==> src/rtl/ex_muldiv_sequencer.sv <==
// ex_muldiv_sequencer: RV32M sequencer with shift-add multiplier and restoring divider
// Define FAST_MUL_EN for a single-cycle combinational multiplier; dividers are always iterative.
module ex_muldiv_sequencer #(
  parameter int WIDTH = 32
) (
  input  logic             clk,
  input  logic             rst,
  input  logic             start_i,
  input  logic             flush_i,
  input  logic [2:0]       funct3_i,
  input  logic [WIDTH-1:0] a_i,
  input  logic [WIDTH-1:0] b_i,
  output logic             busy_o,
  output logic             done_o,
  output logic [WIDTH-1:0] result_o,
  output logic             stall_o
);
  typedef enum logic [2:0] {IDLE, MUL, DIV, FIX, DONE} state_t;
  state_t state;
  logic [2:0] f3;
  logic [4:0] cnt;
  logic [63:0] acc, mcand, sum, prod;
  logic [31:0] mplier, quo, rem, dvs, res, held;
  logic [31:0] ma, mb, spec_res, mul_res, div_res, qf, rf;
  logic [32:0] trial;
  logic neg, neg_r, sa, sb, zero, ovf;
`ifdef FAST_MUL_EN
  logic [32:0] fa, fb;
  logic [63:0] fp;
  logic [31:0] fast_res;
`endif
  always_comb begin
    sa = funct3_i[2] ? ~funct3_i[0] & a_i[31] : (funct3_i[1:0] != 2'b11) & a_i[31];
    sb = funct3_i[2] ? ~funct3_i[0] & b_i[31] : ~funct3_i[1] & b_i[31];
    ma = sa ? -a_i : a_i;
    mb = sb ? -b_i : b_i;
    zero = b_i == 32'd0;
    ovf = ~funct3_i[0] & (a_i == 32'h8000_0000) & (b_i == 32'hFFFF_FFFF);
    spec_res = zero ? (funct3_i[1] ? a_i : 32'hFFFF_FFFF) : (funct3_i[1] ? 32'd0 : 32'h8000_0000);
    sum = acc + (mplier[0] ? mcand : 64'd0);
    prod = neg ? -sum : sum;
    mul_res = f3 == 3'd0 ? prod[31:0] : prod[63:32];
    trial = {rem, quo[31]} - {1'b0, dvs};
    qf = neg ? -quo : quo;
    rf = neg_r ? -rem : rem;
    div_res = f3[1] ? rf : qf;
`ifdef FAST_MUL_EN
    fa = {(funct3_i[1:0] != 2'b11) & a_i[31], a_i};
    fb = {~funct3_i[1] & b_i[31], b_i};
    fp = 64'($signed(fa)) * 64'($signed(fb));
    fast_res = funct3_i == 3'd0 ? fp[31:0] : fp[63:32];
`endif
  end
  always_ff @(posedge clk) begin
    if (rst) begin
      state <= IDLE;
      cnt <= 5'd0;
      res <= 32'd0;
      held <= 32'd0;
    end else if (flush_i) begin
      state <= IDLE;
    end else begin
      case (state)
        IDLE: if (start_i) begin
          f3 <= funct3_i;
          neg <= sa ^ sb;
          neg_r <= sa;
          cnt <= 5'd0;
          acc <= 64'd0;
          mcand <= {32'd0, ma};
          mplier <= mb;
          rem <= 32'd0;
          quo <= ma;
          dvs <= mb;
          if (funct3_i[2]) begin
            if (zero | ovf) begin
              res <= spec_res;
              state <= DONE;
            end else state <= DIV;
          end else begin
`ifdef FAST_MUL_EN
            res <= fast_res;
            state <= DONE;
`else
            state <= MUL;
`endif
          end
        end
        MUL: begin
          acc <= sum;
          mcand <= mcand << 1;
          mplier <= mplier >> 1;
          cnt <= cnt + 5'd1;
          if (cnt == 5'd31) begin
            res <= mul_res;
            state <= DONE;
          end
        end
        // a failed trial subtraction leaves the shifted remainder below the divisor, so bit 32 is zero
        DIV: begin
          rem <= trial[32] ? {rem[30:0], quo[31]} : trial[31:0];
          quo <= {quo[30:0], ~trial[32]};
          cnt <= cnt + 5'd1;
          if (cnt == 5'd31) state <= FIX;
        end
        FIX: begin
          res <= div_res;
          state <= DONE;
        end
        DONE: begin
          held <= res;
          state <= IDLE;
        end
        default: state <= IDLE;
      endcase
    end
  end
  assign busy_o = (state == MUL) | (state == DIV) | (state == FIX);
  assign done_o = (state == DONE) & ~flush_i;
  assign result_o = done_o ? res : held;
  assign stall_o = start_i & ~done_o & ~flush_i;
endmodule
==> config.mk <==
export PLATFORM = sky130hd
export DESIGN_NAME = ex_muldiv_sequencer
export DESIGN_NICKNAME = d
export VERILOG_FILES = /design/src/rtl/ex_muldiv_sequencer.sv
export SDC_FILE = /design/constraint.sdc
export NUM_CORES = 1
export LEC_CHECK = 0
export BUFFER_PORTS_ARGS = -buffer_cell sky130_fd_sc_hd__buf_2
export CAP_MARGIN = 20
export CORE_UTILIZATION = 59
export CTS_BUF_LIST = sky130_fd_sc_hd__clkbuf_8
export DETAILED_ROUTE_END_ITERATION = 8
export PLACE_DENSITY = 0.8
export SETUP_SLACK_MARGIN = 0.2
export SYNTH_ARGS = -nofsm -noshare
export SYNTH_HDL_FRONTEND = slang
export SYNTH_SLANG_ARGS = --single-unit
==> constraint.sdc <==
create_clock -name clk -period 12.1 [get_ports clk]
set_input_delay 0 -clock clk [delete_from_list [all_inputs] [get_ports clk]]
set_output_delay 0 -clock clk [all_outputs]
set_load 0.01 [all_outputs]
### Word level (Yosys, flattened, before mapping)

Cells that the tools add are included.

| storage, ports and cells | value |
|---|---|
| bits in registers | 333 |
| bits of input ports | 71 |
| output and inout port bits | 35 |
| logic and storage cells | 107 |

| cells by class | value |
|---|---|
| $add $sub $neg | 8 |
| eq/ne operators | 13 |
| multiplexer cells | 38 |
| bitwise gates (word level) | 19 |
| reduce and logical (&&, ||, !) cells | 16 |

Operator list:

| operator | number |
|---|---|
| two-way mux 32 bit | 18 |
| two-way mux 64 bit | 4 |
| case mux 64 bit (2 select lines) | 2 |
| case mux 32 bit (2 select lines) | 3 |
| negator 32 bit | 4 |
| case mux 32 bit (3 select lines) | 1 |
| adder 64 bit | 1 |
| == test 32 bit, second input constant | 2 |
| negator 64 bit | 1 |
| subtractor 33 x 32 -> 33 bit | 1 |
| logical NOT 32 bit | 1 |
| two-way mux 3 bit | 5 |
| != test 2 bit, second input constant | 6 |
| case mux 3 bit (4 select lines) | 1 |
| AND reduction 4 bit | 3 |
| case mux 5 bit (2 select lines) | 1 |
| AND 1 bit | 9 |
| == test 3 x 2 -> 1 bit, second input constant | 2 |
| logical NOT 3 bit | 2 |
| inverter 1 bit | 6 |
| AND reduction 3 bit | 2 |
| AND reduction 6 bit | 1 |
| nonzero test 2 bit | 3 |
| adder 5 x 1 -> 5 bit, second input constant | 1 |
| 10 further kinds | 14 |

### Depth between registers and ports, before layout

| logic depth | value |
|---|---|
| depth in word-level cells | 8 |
| depth in mapped cells | 21 |
| depth with buffers taken out | 18 |

### Worst setup path after synthesis

No wires, ideal clock.

| timing path | value |
|---|---|
| path type | reg-to-reg |
| start point | register state[2] |
| end point | register acc[0] (enable) |
| data arrival time | 11826 ps |
| data required time | 11224 ps |
| slack | -602 ps |
| stages on the path, launching flop included | 4 |
| path buffers | 1 |
| path through | dfxtp_1 clkbuf_1 or3_1 nor3_1 |

| between the ends | value |
|---|---|
| cells in the longest elaborated chain, start to end | 3 |
| elaborated cells between the ends (all ways) | 5 |

RTL lines:

| element | RTL line | RTL |
|---|---|---|
| from (decl) | 19 | `state_t state;` |
| from (signal assigned) | 56 | `state <= IDLE;` |
| from (signal assigned) | 61 | `state <= IDLE;` |
| from (signal assigned) | 78 | `state <= DONE;` |
| == test 3 x 1 -> 1 bit or logical NOT 3 bit (tied branches) | 63 | `case (state)` |
| nonzero test 2 bit (no line) or != test 2 bit (tied branches) | n/a |  |
| AND reduction 4 bit (no line) * | n/a |  |
| to (signal assigned) | 90 | `acc <= sum;` |
| to (decl) | 22 | `logic [63:0] acc, mcand, sum, prod;` |

Mark *: on every way between the ends. The rest lies on a longest branch, timed or not.
A chain may end at the register's enable or synchronous reset.

### Worst setup path in the final report

| timing path | value |
|---|---|
| start point | register mplier[0] |
| end point | register res[8] |

| between the ends | value |
|---|---|
| cells in the longest elaborated chain, start to end | 7 |

RTL lines:

| element | RTL line | RTL |
|---|---|---|
| from (decl) | 23 | `logic [31:0] mplier, quo, rem, dvs, res, held;` |
| from (signal assigned) | 71 | `mplier <= mb;` |
| from (signal assigned) | 92 | `mplier <= mplier >> 1;` |
| two-way mux 64 bit * | 40 | `sum = acc + (mplier[0] ? mcand : 64'd0);` |
| adder 64 bit * | 40 |  |
| negator 64 bit | 41 | `prod = neg ? -sum : sum;` |
| two-way mux 64 bit * | 41 |  |
| two-way mux 32 bit * | 42 | `mul_res = f3 == 3'd0 ? prod[31:0] : prod[63:32];` |
| two-way mux 32 bit * | 94 | `if (cnt == 5'd31) begin` |
| case mux 32 bit (3 select lines) * | 63 |  |
| to (signal assigned) | 77 | `res <= spec_res;` |
| to (signal assigned) | 95 | `res <= mul_res;` |
| to (signal assigned) | 107 | `res <= div_res;` |
| to (decl) | 23 |  |

Mark *: on every way between the ends. The rest lies on a longest branch, timed or not. The select of a mux whose other input is x is not followed.

==> qor.tcl <==
set qor(worst_hold_path_cells) 2
set qor(max_clock_freq_mhz) 164
set qor(globalRoute.totalOverflow) 0
set qor(worst_path_max_delay_cell) {sky130_fd_sc_hd__nor4_1}
set qor(hold_viol) 0
set qor(areaGrowthSynthToFinish_pct) 12.1
set qor(holdCritPathClass) {in -> reg}
set qor(ys_warnings) 0
set qor(pin_count_of_the_biggest_net_entering_global_routing) 91
set qor(switching_share_pct) 30.6
set qor(cp-end-kind) {flop}
set qor(clock_skew_ps) 36.1
set qor(routedWlPerCell_um) 23.6
set qor(timing.critical_path.fanout_max) 64
set qor(power_switching_mw) 0.911
set qor(synth_flop_cell) {sky130_fd_sc_hd__edfxtp_1}
set qor(finalWeightedCongestion) 1.04
set qor(clock_insertion_delay_worst_skew_ps) 700
set qor(fill_cells) 3328
set qor(clk_pin_slew_ps) 60
set qor(synth.top_cell.area_share_pct) 31.3
set qor(max-clock-path-buffers) 3
set qor(share_of_total_power_in_combinational_logic_pct) 19.6
set qor(post_synth_instance_area_um2) 25000
set qor(drt-initial-drc-count) 2694
set qor(worst_vdd_ir_uv) 105
set qor(rsz0062_at_grt) {false}
set qor(floorplan.die_area_um2) 43300
set qor(period_share_pct) 50.3
set qor(grt_pass1_vias) 23100
set qor(grt_pass1_wl_mm) 130
set qor(timing_max_transition_violations_final) 0
set qor(synth-async-reset-ratio_pct) 0
set qor(floorplan_die_width_um) 208
set qor(arrival_ps) 6610
set qor(totalWireLength_mm) 85.8
set qor(avgViaCountPerCell) 6.59
set qor(worst_slew_margin_rel_pct) 24.4
set qor(clk_root_buffer_cell) {sky130_fd_sc_hd__clkbuf_8}
set qor(setup_crit_start) {mplier[0]}
set qor(share_clk_of_total_power_pct) 36.5
set qor(cp-endpoint) {res[8]}
set qor(largest_stage_delay_worst_path_ps) 700
set qor(initial_core_util_pct) 59.8
set qor(worst-endpoint-required_ps) 12620
set qor(dp_hpwl_mm) 62.6
set qor(cts_tree) {built}
set qor(boundaryPins) 106
set qor(postSynthAreaPerCell_um2) 8.59
set qor(core_area_um2) 41900
set qor(timing_worst_slew_pin_value_ps) 1110
set qor(cts_inserted_buffers) 59
set qor(min_period_ps) 6080
set qor(reported_max_cap_violation_count) 0
set qor(report.final.setup_viol) 0
set qor(number_of_enable_type_register_cells_in_the_synthesized_netlist) 261
set qor(vias) 23900
set qor(placementRows) 75
set qor(r2r-start) {mplier[0]}
set qor(detail_route.first_pass.iterations) 6
set qor(port-buffer-count) 105
set qor(post-cts-setup-buffer-count) 0
set qor(gr-usage-all-layers_pct) 38.9
set qor(mappedNetlistNets) 3091
set qor(post-synth-top-area-cell) {sky130_fd_sc_hd__edfxtp_1}
set qor(synth_sequential_area_ratio_pct) 37.1
set qor(crit_type) {reg -> reg}
set qor(flop_pwr_share_pct) 43.9
set qor(powerDensity_nw_per_um2) 106
set qor(clock_sink_total) 333
set qor(yosys_register_bits) 333
set qor(cell_by_cell_listing_of_the_critical_path) {buf_4 > and2_1 > ha_1 > a21oi_1 > o21ai_0 > a2111oi_0 > o211ai_1 > nand2_1 > xor2_1 > or3b_1 > nor4_1 > nand2_1 > nor2_1 > a21oi_1 > xnor2_1 > a221oi_1 > a211oi_1}
set qor(critical_path.reg2reg.endpoint) {res[8]}
set qor(finalNetCount) 3219
set qor(chipHeight_um) 208
set qor(ant_nets) 0
set qor(hold_slack_ps) 228
set qor(initial_antenna_violation_count) 4
set qor(r2r_slack_ps) 6020
set qor(yosysUniqueCellTypes) 99
set qor(ys_top_cells_by_area) {sky130_fd_sc_hd__edfxtp_1 (31%), sky130_fd_sc_hd__dfxtp_1 (5.8%), sky130_fd_sc_hd__nor2_1 (5.6%)}
set qor(drc_violations) 0
set qor(reg2reg_depth) 17
set qor(post_synth_inst_count) 2915
set qor(layout-drive-gt1-share_pct) 10.8
set qor(internal-power_mw) 2.07
set qor(cts.htree.levels) 2
set qor(setup-tns-final_ps) 0
set qor(run_status) {finished clean}
set qor(leakagePower_nw) 11.0
set qor(startpoint_types) {flop}
logic make-up (layout without fill, tap and decap cells):
family	Yosys count	count (layout)	share of synthesized area [%]
other	0	4	0
buffers and inverters	239	412	3.81
AND/OR/NAND/NOR	1162	1162	23.0
adder cells (fa/ha/maj)	105	105	5.31
multiplexers	66	66	2.93
XOR/XNOR	214	214	7.56
AO/OA/AOI/OAI	796	796	20.4
flip-flops	333	333	37.1
layer usage:
layer	global-route usage, %	vias to the layer above	part of all wire (%)
met5	0	-	0
li1	-	10900	-
met1	44.8	11300	36
met4	28.1	0	8.0
met2	65.1	1341	47
met3	7.43	357	8.9
state kept, by name (all words and copies together) (netlist names):
name    cells
state       3
neg         1
mcand      64
mplier     32
quo        32
res        32
acc        64
cnt         5
held       32
rem        32
neg_r       1
dvs        32
f3          3
area by class of cell:
type	instances	area, µm²	area share (%)
Antenna cell	4	10.0	0.0357
Sequential cell	333	9280	33.1
Clock inverter	37	236	0.843
Clock buffer	69	950	3.38
Inverter	76	285	1.02
Tap cell	539	674	2.40
Timing Repair Buffer	230	1730	6.18
Multi-Input combinational cell	2343	14900	53.1
worst max-delay path, delay by kind of cell, from the launching register on:
| family | cells | cell delay [ps] |
|---|---|---|
| and+or+nand+nor | 6 | 2050 |
| AOI/OAI and AO/OA | 7 | 2130 |
| xor gates and xnor gates | 2 | 520 |
| DFF | 1 | 330 |
| adders and majority gates | 1 | 370 |
| buffers and inverters | 1 | 490 |
Yosys cell counts (all sizes together) (72+ instances only):
cell type	n
xor2	95
clkbuf	132
edfxtp	261
a21oi	242
o21ai	202
nor2	374
dfxtp	72
nand2	262
xnor2	119
ha	103
inv	75
and2	88
power by group through the flow:
stage	Clock, mW	Combinational [mW]	Sequential, mW
global route	1.14	0.626	1.31
global placement	0	0.519	1.33
floorplan	0	0.368	1.33
detailed placement	0	0.531	1.33
finish	1.09	0.586	1.31
CTS	1.09	0.564	1.31
placed cells by master, fill, tap and decap left out, types with 20 or more instances in the layout:
| master | Yosys | final |
|---|---|---|
| sky130_fd_sc_hd__a211oi_1 | 37 | 36 |
| sky130_fd_sc_hd__a21o_1 | 51 | 51 |
| sky130_fd_sc_hd__a21oi_1 | 235 | 235 |
| sky130_fd_sc_hd__a31oi_1 | 23 | 23 |
| sky130_fd_sc_hd__and2_1 | 88 | 88 |
| sky130_fd_sc_hd__and3_1 | 63 | 63 |
| sky130_fd_sc_hd__buf_2 | 18 | 105 |
| sky130_fd_sc_hd__buf_4 | 3 | 31 |
| sky130_fd_sc_hd__clkbuf_8 | 0 | 69 |
| sky130_fd_sc_hd__dfxtp_1 | 72 | 72 |
| sky130_fd_sc_hd__dlygate4sd3_1 | 0 | 92 |
| sky130_fd_sc_hd__edfxtp_1 | 261 | 261 |
| sky130_fd_sc_hd__ha_1 | 103 | 103 |
| sky130_fd_sc_hd__inv_1 | 75 | 90 |
| sky130_fd_sc_hd__mux2_2 | 48 | 48 |
| sky130_fd_sc_hd__nand2_1 | 261 | 260 |
| sky130_fd_sc_hd__nand2b_1 | 23 | 23 |
| sky130_fd_sc_hd__nand3_1 | 50 | 50 |
| sky130_fd_sc_hd__nand4_1 | 46 | 46 |
| sky130_fd_sc_hd__nor2_1 | 374 | 372 |
| sky130_fd_sc_hd__nor2b_1 | 45 | 44 |
| sky130_fd_sc_hd__nor3_1 | 53 | 50 |
| sky130_fd_sc_hd__nor4_1 | 23 | 21 |
| sky130_fd_sc_hd__o211ai_1 | 36 | 36 |
| sky130_fd_sc_hd__o21ai_0 | 182 | 182 |
| sky130_fd_sc_hd__o31ai_1 | 50 | 50 |
| sky130_fd_sc_hd__or3_1 | 48 | 47 |
| sky130_fd_sc_hd__or4_1 | 20 | 20 |
| sky130_fd_sc_hd__xnor2_1 | 118 | 117 |
| sky130_fd_sc_hd__xor2_1 | 95 | 94 |
per-stage QoR:
stage               power [mW]  setup slack (ps)  utilization [%]  area (µm²)  std cells
finish                    2.98              6020             67.1       28100       3631
global route              3.07              5730             67.1       28100       3631
CTS                       2.96              6170             67.0       28000       3626
floorplan                 1.69              4420                -       25000       2915
global placement          1.85              6200             61.9       25900       3427
detailed placement        1.86              6190             61.9       25900       3428
how the worst min path moves through the flow:
stage                            from      end  slack, ps
after floorplan               flush_i  stall_o         50
after global placement         b_i[0]   dvs[0]        270
after detailed placement       b_i[0]   dvs[0]        290
after CTS                      b_i[0]   dvs[0]        110
after global routing      funct3_i[1]    f3[1]        230
final                          b_i[0]   dvs[0]        230
timing repair:
action | CTS | global route
hold buffers | 92 | 0
resized for setup | 0 | 0
endpoints found under the hold margin | 183 | 0
Power figures use the tool's default switching activity.
